===== src/rtl/fetch_pkg.sv =====
// rtl/fetch_pkg.sv - shared types and constants for the instruction-fetch stage
//
// Purpose : halt encoding default, fetch-buffer entry layout, control FSM states.
// Ports   : none (package).

package fetch_pkg;

   // beq x0,x0,0 : a branch to itself, used as the halt marker.
   localparam logic [31:0] HALT_INSTR_DEFAULT = 32'h0000_0063;

   typedef struct packed {
      logic [31:0] pc;
      logic [31:0] instr;
   } fetch_entry_t;

   typedef enum logic [1:0] {
      FETCH = 2'd0,
      HALT  = 2'd1,
      ERR   = 2'd2
   } fetch_state_t;

endpackage


===== src/rtl/ifetch_unit_if.sv =====
// rtl/ifetch_unit_if.sv - IMEM, redirect, decode-handshake and status bundle
//
// Purpose : groups every non-clock/reset signal of the fetch stage.
// Modports:
//   master - environment side (IMEM model, branch unit, decode)
//   slave  - fetch stage side (ifetch_unit)
// Signals : imem_addr/imem_rdata (IMEM), redirect_valid/redirect_pc (redirect),
//           if_valid/if_ready/if_instr/if_pc/if_pc_plus4 (decode),
//           halted/misalign_err (status).

interface ifetch_unit_if;

   logic [31:0] imem_addr;
   logic [31:0] imem_rdata;
   logic        redirect_valid;
   logic [31:0] redirect_pc;
   logic        if_valid;
   logic        if_ready;
   logic [31:0] if_instr;
   logic [31:0] if_pc;
   logic [31:0] if_pc_plus4;
   logic        halted;
   logic        misalign_err;

   modport master (
      input  imem_addr,
      output imem_rdata,
      output redirect_valid,
      output redirect_pc,
      input  if_valid,
      output if_ready,
      input  if_instr,
      input  if_pc,
      input  if_pc_plus4,
      input  halted,
      input  misalign_err
   );

   modport slave (
      output imem_addr,
      input  imem_rdata,
      input  redirect_valid,
      input  redirect_pc,
      output if_valid,
      input  if_ready,
      output if_instr,
      output if_pc,
      output if_pc_plus4,
      output halted,
      output misalign_err
   );

endinterface


===== src/rtl/fetch_fifo.sv =====
// rtl/fetch_fifo.sv - registered-output synchronous FIFO of fetch entries
//
// Purpose : buffers {pc, instr} pairs between IMEM capture and decode.
// Ports   :
//   clk, rst_n  clock, asynchronous active-low reset
//   push_i      write data_i at the tail
//   pop_i       discard the head
//   flush_i     drop all entries (overrides push/pop)
//   data_i      entry to write
//   full_o      DEPTH entries held
//   empty_o     no entries held
//   head_o      oldest entry (straight from storage, no path from data_i)
//   count_o     number of entries held

module fetch_fifo
   import fetch_pkg::*;
#(
   parameter  int DEPTH = 2,
   localparam int AW    = $clog2(DEPTH),
   localparam int CW    = AW + 1
) (
   input  logic         clk,
   input  logic         rst_n,
   input  logic         push_i,
   input  logic         pop_i,
   input  logic         flush_i,
   input  fetch_entry_t data_i,
   output logic         full_o,
   output logic         empty_o,
   output fetch_entry_t head_o,
   output logic [CW-1:0] count_o
);

   fetch_entry_t  mem_q [DEPTH];
   logic [AW-1:0] wr_ptr_q, wr_ptr_d;
   logic [AW-1:0] rd_ptr_q, rd_ptr_d;
   logic [CW-1:0] count_q, count_d;
   logic          do_push, do_pop;

   assign full_o  = (count_q == CW'(DEPTH));
   assign empty_o = (count_q == '0);
   assign head_o  = mem_q[rd_ptr_q];
   assign count_o = count_q;

   // A push into a full FIFO is only accepted alongside a pop: the slot
   // being freed is the one written.
   assign do_pop  = pop_i && !empty_o && !flush_i;
   assign do_push = push_i && (!full_o || do_pop) && !flush_i;

   always_comb begin
      wr_ptr_d = wr_ptr_q;
      rd_ptr_d = rd_ptr_q;
      count_d  = count_q;
      if (flush_i) begin
         wr_ptr_d = '0;
         rd_ptr_d = '0;
         count_d  = '0;
      end else begin
         if (do_push) wr_ptr_d = wr_ptr_q + AW'(1);
         if (do_pop)  rd_ptr_d = rd_ptr_q + AW'(1);
         if (do_push && !do_pop)      count_d = count_q + CW'(1);
         else if (!do_push && do_pop) count_d = count_q - CW'(1);
      end
   end

   always_ff @(posedge clk or negedge rst_n) begin
      if (!rst_n) begin
         wr_ptr_q <= '0;
         rd_ptr_q <= '0;
         count_q  <= '0;
         for (int i = 0; i < DEPTH; i++) mem_q[i] <= '0;
      end else begin
         wr_ptr_q <= wr_ptr_d;
         rd_ptr_q <= rd_ptr_d;
         count_q  <= count_d;
         if (do_push) mem_q[wr_ptr_q] <= data_i;
      end
   end

endmodule


===== src/rtl/ifetch_unit.sv =====
// rtl/ifetch_unit.sv - instruction-fetch stage: PC, halt/error FSM, fetch buffer
//
// Purpose : drives the IMEM address from the PC, captures {pc, instr} into a
//           small FIFO feeding decode, and handles redirects, halt and
//           misaligned-target errors.
// Ports   :
//   clk    system clock, rising edge
//   rst_n  asynchronous active-low reset
//   bus    ifetch_unit_if.slave (IMEM, redirect, decode handshake, status)

module ifetch_unit
   import fetch_pkg::*;
#(
   parameter logic [31:0] RESET_PC   = 32'h0000_0000,
   parameter int          FIFO_DEPTH = 2,
   parameter logic [31:0] HALT_INSTR = HALT_INSTR_DEFAULT
) (
   input  logic          clk,
   input  logic          rst_n,
   ifetch_unit_if.slave  bus
);

   localparam int CW = $clog2(FIFO_DEPTH) + 1;

   fetch_state_t  state_q, state_d;
   logic [31:0]   pc_q, pc_d;
   logic          misalign_q, misalign_d;
   logic          halted;
   logic          push, pop;
   logic          redirect_aligned;
   logic          is_halt_word;

   fetch_entry_t  fifo_in, fifo_head;
   logic          fifo_full, fifo_empty;
   logic [CW-1:0] fifo_count;
   logic          unused_fifo_full;

   assign redirect_aligned = (bus.redirect_pc[1:0] == 2'b00);
   assign is_halt_word     = (bus.imem_rdata == HALT_INSTR);
   assign pop              = !fifo_empty && bus.if_ready;
   assign push             = !halted && !bus.redirect_valid &&
                             ((fifo_count < CW'(FIFO_DEPTH)) || pop);

   assign fifo_in.pc       = pc_q;
   assign fifo_in.instr    = bus.imem_rdata;
   assign unused_fifo_full = fifo_full;

   fetch_fifo #(.DEPTH(FIFO_DEPTH)) u_fifo (
      .clk     (clk),
      .rst_n   (rst_n),
      .push_i  (push),
      .pop_i   (pop),
      .flush_i (bus.redirect_valid),
      .data_i  (fifo_in),
      .full_o  (fifo_full),
      .empty_o (fifo_empty),
      .head_o  (fifo_head),
      .count_o (fifo_count)
   );

   // Control FSM: state register.
   always_ff @(posedge clk or negedge rst_n) begin
      if (!rst_n) state_q <= FETCH;
      else        state_q <= state_d;
   end

   // Control FSM: next state. A redirect outranks a same-cycle halt push.
   always_comb begin
      state_d = state_q;
      if (bus.redirect_valid) begin
         state_d = redirect_aligned ? FETCH : ERR;
      end else if (push && is_halt_word) begin
         state_d = HALT;
      end
   end

   // Control FSM: outputs.
   always_comb begin
      halted = (state_q != FETCH);
   end

   // PC and sticky misalignment flag.
   always_comb begin
      pc_d       = pc_q;
      misalign_d = misalign_q;
      if (bus.redirect_valid) begin
         if (redirect_aligned) pc_d       = bus.redirect_pc;
         else                  misalign_d = 1'b1;
      end else if (push && !is_halt_word) begin
         pc_d = pc_q + 32'd4;
      end
   end

   always_ff @(posedge clk or negedge rst_n) begin
      if (!rst_n) begin
         pc_q       <= RESET_PC;
         misalign_q <= 1'b0;
      end else begin
         pc_q       <= pc_d;
         misalign_q <= misalign_d;
      end
   end

   assign bus.imem_addr    = pc_q;
   assign bus.if_valid     = !fifo_empty;
   assign bus.if_instr     = fifo_head.instr;
   assign bus.if_pc        = fifo_head.pc;
   assign bus.if_pc_plus4  = fifo_head.pc + 32'd4;
   assign bus.halted       = halted;
   assign bus.misalign_err = misalign_q;

endmodule


===== src/flat_wrapper.sv =====
// flat-port wrapper written by rule: the top's interface ports become plain ports
module ifetch_unit_flat import fetch_pkg::*;
#(
   parameter logic [31:0] RESET_PC   = 32'h0000_0000,
   parameter int          FIFO_DEPTH = 2,
   parameter logic [31:0] HALT_INSTR = HALT_INSTR_DEFAULT
)
  (clk, rst_n, bus_imem_addr, bus_imem_rdata, bus_redirect_valid, bus_redirect_pc, bus_if_valid, bus_if_ready, bus_if_instr, bus_if_pc, bus_if_pc_plus4, bus_halted, bus_misalign_err);
  ifetch_unit_if bus_i ();
  input  logic clk;
  input  logic rst_n;
  output wire logic [$bits(bus_i.imem_addr)-1:0] bus_imem_addr;
  input wire logic [$bits(bus_i.imem_rdata)-1:0] bus_imem_rdata;
  input wire logic [$bits(bus_i.redirect_valid)-1:0] bus_redirect_valid;
  input wire logic [$bits(bus_i.redirect_pc)-1:0] bus_redirect_pc;
  output wire logic [$bits(bus_i.if_valid)-1:0] bus_if_valid;
  input wire logic [$bits(bus_i.if_ready)-1:0] bus_if_ready;
  output wire logic [$bits(bus_i.if_instr)-1:0] bus_if_instr;
  output wire logic [$bits(bus_i.if_pc)-1:0] bus_if_pc;
  output wire logic [$bits(bus_i.if_pc_plus4)-1:0] bus_if_pc_plus4;
  output wire logic [$bits(bus_i.halted)-1:0] bus_halted;
  output wire logic [$bits(bus_i.misalign_err)-1:0] bus_misalign_err;
  assign bus_imem_addr = bus_i.imem_addr;
  assign bus_i.imem_rdata = bus_imem_rdata;
  assign bus_i.redirect_valid = bus_redirect_valid;
  assign bus_i.redirect_pc = bus_redirect_pc;
  assign bus_if_valid = bus_i.if_valid;
  assign bus_i.if_ready = bus_if_ready;
  assign bus_if_instr = bus_i.if_instr;
  assign bus_if_pc = bus_i.if_pc;
  assign bus_if_pc_plus4 = bus_i.if_pc_plus4;
  assign bus_halted = bus_i.halted;
  assign bus_misalign_err = bus_i.misalign_err;
  ifetch_unit #(.RESET_PC(RESET_PC), .FIFO_DEPTH(FIFO_DEPTH), .HALT_INSTR(HALT_INSTR)) u_core (.clk(clk), .rst_n(rst_n), .bus(bus_i));
endmodule

===== config.mk =====
export PLATFORM = sky130hd
export DESIGN_NAME = ifetch_unit_flat
export DESIGN_NICKNAME = d
export VERILOG_FILES = /design/src/rtl/fetch_pkg.sv /design/src/rtl/ifetch_unit_if.sv /design/src/rtl/fetch_fifo.sv /design/src/rtl/ifetch_unit.sv /design/src/flat_wrapper.sv
export SDC_FILE = /design/constraint.sdc
export NUM_CORES = 1
export LEC_CHECK = 0
export ABC_CLOCK_PERIOD_IN_PS = 3400
export BUFFER_PORTS_ARGS = -buffer_cell sky130_fd_sc_hd__buf_4
export CAP_MARGIN = 20
export CELL_PAD_IN_SITES_DETAIL_PLACEMENT = 0
export CELL_PAD_IN_SITES_GLOBAL_PLACEMENT = 2
export CORE_AREA = 2 2 168 170
export CTS_CLUSTER_SIZE = 24
export DETAILED_ROUTE_END_ITERATION = 8
export DIE_AREA = 0 0 170 172
export PLACE_DENSITY_LB_ADDON = 0.1
export SETUP_SLACK_MARGIN = 0.02
export SLEW_MARGIN = 40
export SYNTH_ARGS = -nofsm -noshare
export SYNTH_HDL_FRONTEND = slang
export SYNTH_SLANG_ARGS = --single-unit

===== constraint.sdc =====
create_clock -name clk -period 3.4 [get_ports clk]
set_clock_uncertainty 0.05 [all_clocks]
set_input_delay 0.51 -clock clk [delete_from_list [all_inputs] [get_ports clk]]
set_output_delay 0.51 -clock clk [all_outputs]
set_load 0.1 [all_outputs]

Yosys cells after proc, flatten, opt, wreduce, memory -nomap -nowiden
Index checks and enable logic that the tools add are counted.
Word-level totals
  output and inout port bits: 131
  bits of input ports: 68
  logic and storage cells: 76
  register bits after elaboration: 167
Cells by class
  mux-type cells: 19
  bitwise logic cells: 3
  $add $sub $neg: 6
  equality and inequality tests: 3
  magnitude comparators: 4
  reduce and logical (&&, ||, !) cells: 31
Operators by type and width (count)
  two-way mux 64 bit: 4
  bitwise mux 128 bit: 1
  two-way mux 32 bit: 3
  adder 32 x 3 -> 32 bit (second input constant): 2
  demux 64 bit (select 1 bit): 1
  equality test 32 x 7 -> 1 bit (second input constant): 1
  logical AND 1 bit: 12
  two-way mux 2 bit: 6
  nonzero test 2 bit: 5
  zero test 1 bit: 7
  greater-or-equal comparator 2 bit (second input constant): 2
  zero test 2 bit: 2
  two-way mux 1 bit: 4
  inverter 1 -> 2 bit: 2
  AND reduction 2 bit: 2
  nonzero test 3 bit: 1
  adder 1 bit (second input constant): 2
  adder 2 x 1 -> 2 bit (second input constant): 1
  equality test 2 bit (second input constant): 1
  logical OR 1 bit: 2
  less-than comparator 2 x 1 -> 1 bit (second input constant): 1
  less-than comparator 2 bit (second input constant): 1
  != test 2 x 1 -> 1 bit (second input constant): 1
  subtractor 2 x 1 -> 2 bit (second input constant): 1
  inverter 1 bit: 1

Logic depth before layout (Yosys ltp)
  depth after elaboration: 13
  mapped depth: 13
  gate-level depth less buffers: 8

Hierarchy
Synthesis repeated with hierarchy kept, for this count alone.
Second synthesis, totals
  cells, all modules: 721
  area, all modules: 8853.5 um^2
By module, submodules not included
  fetch_fifo: times used 1, cells each 368, sequential area each 3303.2 um^2, area each 5935.7 um^2
  ifetch_unit: times used 1, cells each 353, sequential area each 875.8 um^2, area each 2917.8 um^2

Worst setup path after synthesis
Ideal clock, no wire load.
  path type: flip-flop to output port
  start: register u_core.u_fifo.rd_ptr_q
  end: output port bus_if_pc_plus4[12]
  path slack: -3768 ps
  arrival time: 6608 ps
  path buffers: 5
  stages on the path, launching flop included: 14
  data required time: 2840 ps
  path through: dfrtp_1 -> buf_6 -> buf_6 -> buf_4 -> clkbuf_1 -> buf_2 -> mux2i_1 -> inv_1 -> ha_1 -> inv_1 -> a211oi_2 -> nand3_1 -> nor2_1 -> xnor2_1
Between the ends
  longest elaborated chain between the ends: 5
Ends and longest elaborated chain
  from (decl): RTL line fetch_fifo.sv:36  | logic [AW-1:0] rd_ptr_q, rd_ptr_d;
  from (signal assigned): RTL line fetch_fifo.sv:74  | rd_ptr_q <= rd_ptr_d;
  inverter 1 -> 2 bit (implied by the code): RTL line fetch_fifo.sv:42  | assign head_o = mem_q[rd_ptr_q];
  two-way mux 64 bit (implied by the code) (3 in series): RTL line fetch_fifo.sv:42
  via bus_if_pc[2]: RTL line flat_wrapper.sv:19  | output wire logic [$bits(bus_i.if_pc)-1:0] bus_if_pc;
  adder 32 x 3 -> 32 bit: RTL line ifetch_unit.sv:108  | assign bus.if_pc_plus4 = fifo_head.pc + 32'd4;
  to (decl): RTL line flat_wrapper.sv:20  | output wire logic [$bits(bus_i.if_pc_plus4)-1:0] bus_if_pc_plus4;
The timed path passes the listed nets, and every way through them passes these cells. The select of a mux whose other input is x is not followed.

Worst setup path after layout
  start: register u_core.u_fifo.rd_ptr_q
  end: output port bus_if_pc_plus4[30]
Between the ends
  longest elaborated chain between the ends: 5
Ends and longest elaborated chain (RTL line)
  inverter 1 -> 2 bit (implied by the code): fetch_fifo.sv:42
  two-way mux 64 bit (implied by the code) (3 in series): fetch_fifo.sv:42
  adder 32 x 3 -> 32 bit: ifetch_unit.sv:108
Every way passes these cells. The select of a mux whose other input is x is not followed.

==> impl_metrics.py <==
metrics = {
    "synthesis": {
        "synthesis.area_sq_mm": 0.00871,
        "synth-compound-area-share": 0.0975,
        "synth_edf_count": 0,
        "synth_seq_cells": 167,
        "synth_warnings": 0,
        "synth_mux_area_frac": 0.235,
        "syn_avg_cell_area_sq_um": 11.6,
        "ys_types": 71,
        "synth_seq_area_share": 0.480,
        "synth-simple-area-share": 0.122,
        "syn_inst": 750,
        "async_flop_share": 1.00,
        "synth_top_family_by_area": "multiplexers",
        "synth_xor_area_frac": 0.0270,
        "synth_fp_nets": 820,
        "synth_ff_type": "dfrtp_1",
        "synthAdderAreaFrac": 0.00287,
    },
    "layout": {
        "area_delta_synth_final_pct": 38.8,
        "fin_area_sq_mm": 0.0121,
        "drive_gt1_frac": 0.519,
        "final_cell_mix": "buf_4, dfrtp_1, mux2_2",
        "layout.nets": 1036,
        "final_common_cell": "buf_4",
    },
    "clocking": {
        "root_buffer": "clkbuf_16",
        "cts_tree": "built",
        "clk_latency_ps": 430,
        "cts_inserted_buffers": 17,
        "clock_sinks": 167,
        "cts_buffer_depth": 2,
        "htree_num_levels": 4,
        "path_clk_slew_ps": 70,
    },
    "worst_setup_path": {
        "cpMostUsedCell": "buf_12",
        "worst_setup_path_start_kind": "register",
        "crit_arrival_ps": 2810,
        "cp.required_ps": 2840,
        "end_kind": "output pin",
        "critPathKind": "register to output pin",
        "cp_cell_sequence": "buf_12, mux2i_4, clkinvlp_4, ha_4, inv_2, a211oi_4, nand3_4, or4_4, xnor2_4, buf_12",
        "max_stage_delay_ps": 530,
        "crit_slowest_cell": "or4_4",
        "crit_fanout": 4,
    },
    "job": {
        "drv_cap": 0,
    },
    "detailed_routing": {
        "drt_first_pass_iters": 4,
        "drt_iter0_drc": 424,
        "wl_per_cell_microns": 20.5,
        "wl_microns": 27200,
        "ant_nets": 0,
        "drcViolationCount": 0,
        "via_count": 6956,
        "viasPerCell": 5.25,
    },
    "grt": {
        "grt_max_degree": 73,
        "grt_usage": 0.188,
        "grt_pass1_vias": 7217,
        "antenna_found_initial": 0,
        "grt_overflow": 0,
        "grt_pass1_wl_microns": 42000,
    },
    "timing": {
        "hold_viol": 0,
        "worst_pin_slew_ps": 712,
        "period_needed_ps": 3370,
        "slew_headroom": 0.525,
        "drv_slew": 0,
        "rsz0062_at_grt": "yes",
        "fmax_ghz": 0.296,
        "setup_viol": 0,
        "period_share": 0.992,
        "holdWs_ps": 254,
    },
    "die": {
        "placementRows": 61,
        "dieArea_sq_mm": 0.0292,
        "dieWidth_microns": 170,
        "design.core.area_sq_mm": 0.0275,
        "die_h_microns": 172,
        "ios": 199,
        "initial_core_util": 0.317,
    },
    "pwr": {
        "power.total_w": 0.0117,
        "p_leak_nw": 5.34,
        "peakVddDrop_mv": 0.344,
        "powerDensity_mw_per_mm2": 972,
    },
    "placed_design": {
        "placed_cell_area_sq_mm": 0.0112,
        "io_buffers": 198,
        "gp_congestion": 0.778,
        "hpwl_microns": 20000,
    },
    "outcome": {
        "status": "finished, final reports clean",
    },
    "min_path": {
        "min_path_type": "input port to register",
    },
}
==> where the power goes <==
part           switching, W  internal [W]  total [W]
logic               0.00492       0.00181    0.00673
registers          0.000517       0.00252    0.00304
clock network      0.000919       0.00106    0.00198
==> metal layers <==
metal / global-route usage / share of wire / vias to the layer above
li1: - / - / 3212
met1: 0.274 / 0.49 / 3567
met2: 0.295 / 0.46 / 166
met3: 0.0323 / 0.039 / 11
met4: 0.0346 / 0.0060 / 0
met5: 0 / 0 / -
==> critical path: cells and delay by family (launching register included) <==
kind,cells,cell delay (ps)
AO/OA/AOI/OAI,1,280
XOR/XNOR,1,170
adder cells (fa/ha/maj),1,130
buffers and inverters,4,470
flip-flops,1,510
multiplexers,1,180
AND/OR/NAND/NOR,2,640
==> cells by family after synthesis <==
logic type / Yosys count
xor gates and xnor gates: 26
DFF: 167
adders and majority gates: 2
muxes: 183
and+or+nand+nor: 189
buffers and inverters: 73
AOI/OAI and AO/OA: 110
==> flip-flops by register name (all words and copies together) (netlist names) <==
register and cells:
u_core.u_fifo.rd_ptr_q 1, u_core.u_fifo.wr_ptr_q 1, u_core.u_fifo.mem_q 128, u_core.bus.misalign_err 1, u_core.u_fifo.count_o 2, u_core.bus.imem_addr 32, u_core.state_q 2
==> synthesized netlist by cell type, drive strengths merged, types with 4 or more instances <==
cell type	instances	share of area
a31oi	4	0.0029
nor4	18	0.014
a21oi	11	0.0063
a32o	10	0.011
dfrtp	167	0.48
a221oi	4	0.0040
a22oi	5	0.0049
o21ai	24	0.014
mux2	169	0.22
and3	7	0.0050
nor2	24	0.011
mux2i	14	0.016
a211o	8	0.0080
xnor2	18	0.019
nand3	29	0.017
a21o	5	0.0043
inv	27	0.012
nand4	19	0.016
clkbuf	23	0.0099
nor4b	4	0.0040
nand2	40	0.017
nor2b	8	0.0057
xor2	8	0.0080
buf	23	0.015
nor3	20	0.012
a211oi	7	0.0095
==> stage by stage <==
step	TNS, ps	std cells	utilization	setup WS [ps]
6_report	0	1325	0.440	26.9
5_1_grt	-460	1324	0.440	-104
4_1_cts	-28.5	1321	0.435	-26.7
3_5_place_dp	0	1282	0.407	231
3_3_place_gp	0	1282	0.407	257
2_1_floorplan	-14770	750	-	-1100
==> path summary, 6_finish.rpt <==
check                                                    start                                   end  slack (ps)  cells after the start
max                         u_core.u_fifo.rd_ptr_q$_DFFE_PN0P_                   bus_if_pc_plus4[30]          30                     10
min                                        bus_redirect_pc[14]  u_core.bus.imem_addr[14]$_DFFE_PN0P_         250                      3
max reg2reg                      u_core.state_q[1]$_DFFE_PN0P_  u_core.bus.imem_addr[19]$_DFFE_PN0P_         810                      7
min reg2reg                u_core.bus.misalign_err$_DFFE_PN0P_   u_core.bus.misalign_err$_DFFE_PN0P_         440                      1
max in group asynchronous                                rst_n  u_core.u_fifo.mem_q[106]$_DFFE_PN0P_        2010                      3
min in group asynchronous                                rst_n   u_core.u_fifo.mem_q[25]$_DFFE_PN0P_         520                      2
==> repair_timing <==
item                                    in CTS  in global routing
hold buffers                                 1                  0
pin swaps                                    6                 12
endpoints found under the setup margin      19                 17
gates resized for setup                     20                 27
setup buffers                                7                  3
hold endpoints to repair                    23                  0
==> cell type report <==
type / instances / area (sq um)
inverter: 27 / 109
clock inverter: 14 / 179
fill: 2589 / 15400
timing repair buffer: 243 / 2040
sequential: 167 / 4180
antenna: 1 / 2.50
multi-input combinational: 510 / 4710
clock buffer: 17 / 425
tap: 346 / 433
Power figures use the tool's default switching activity.
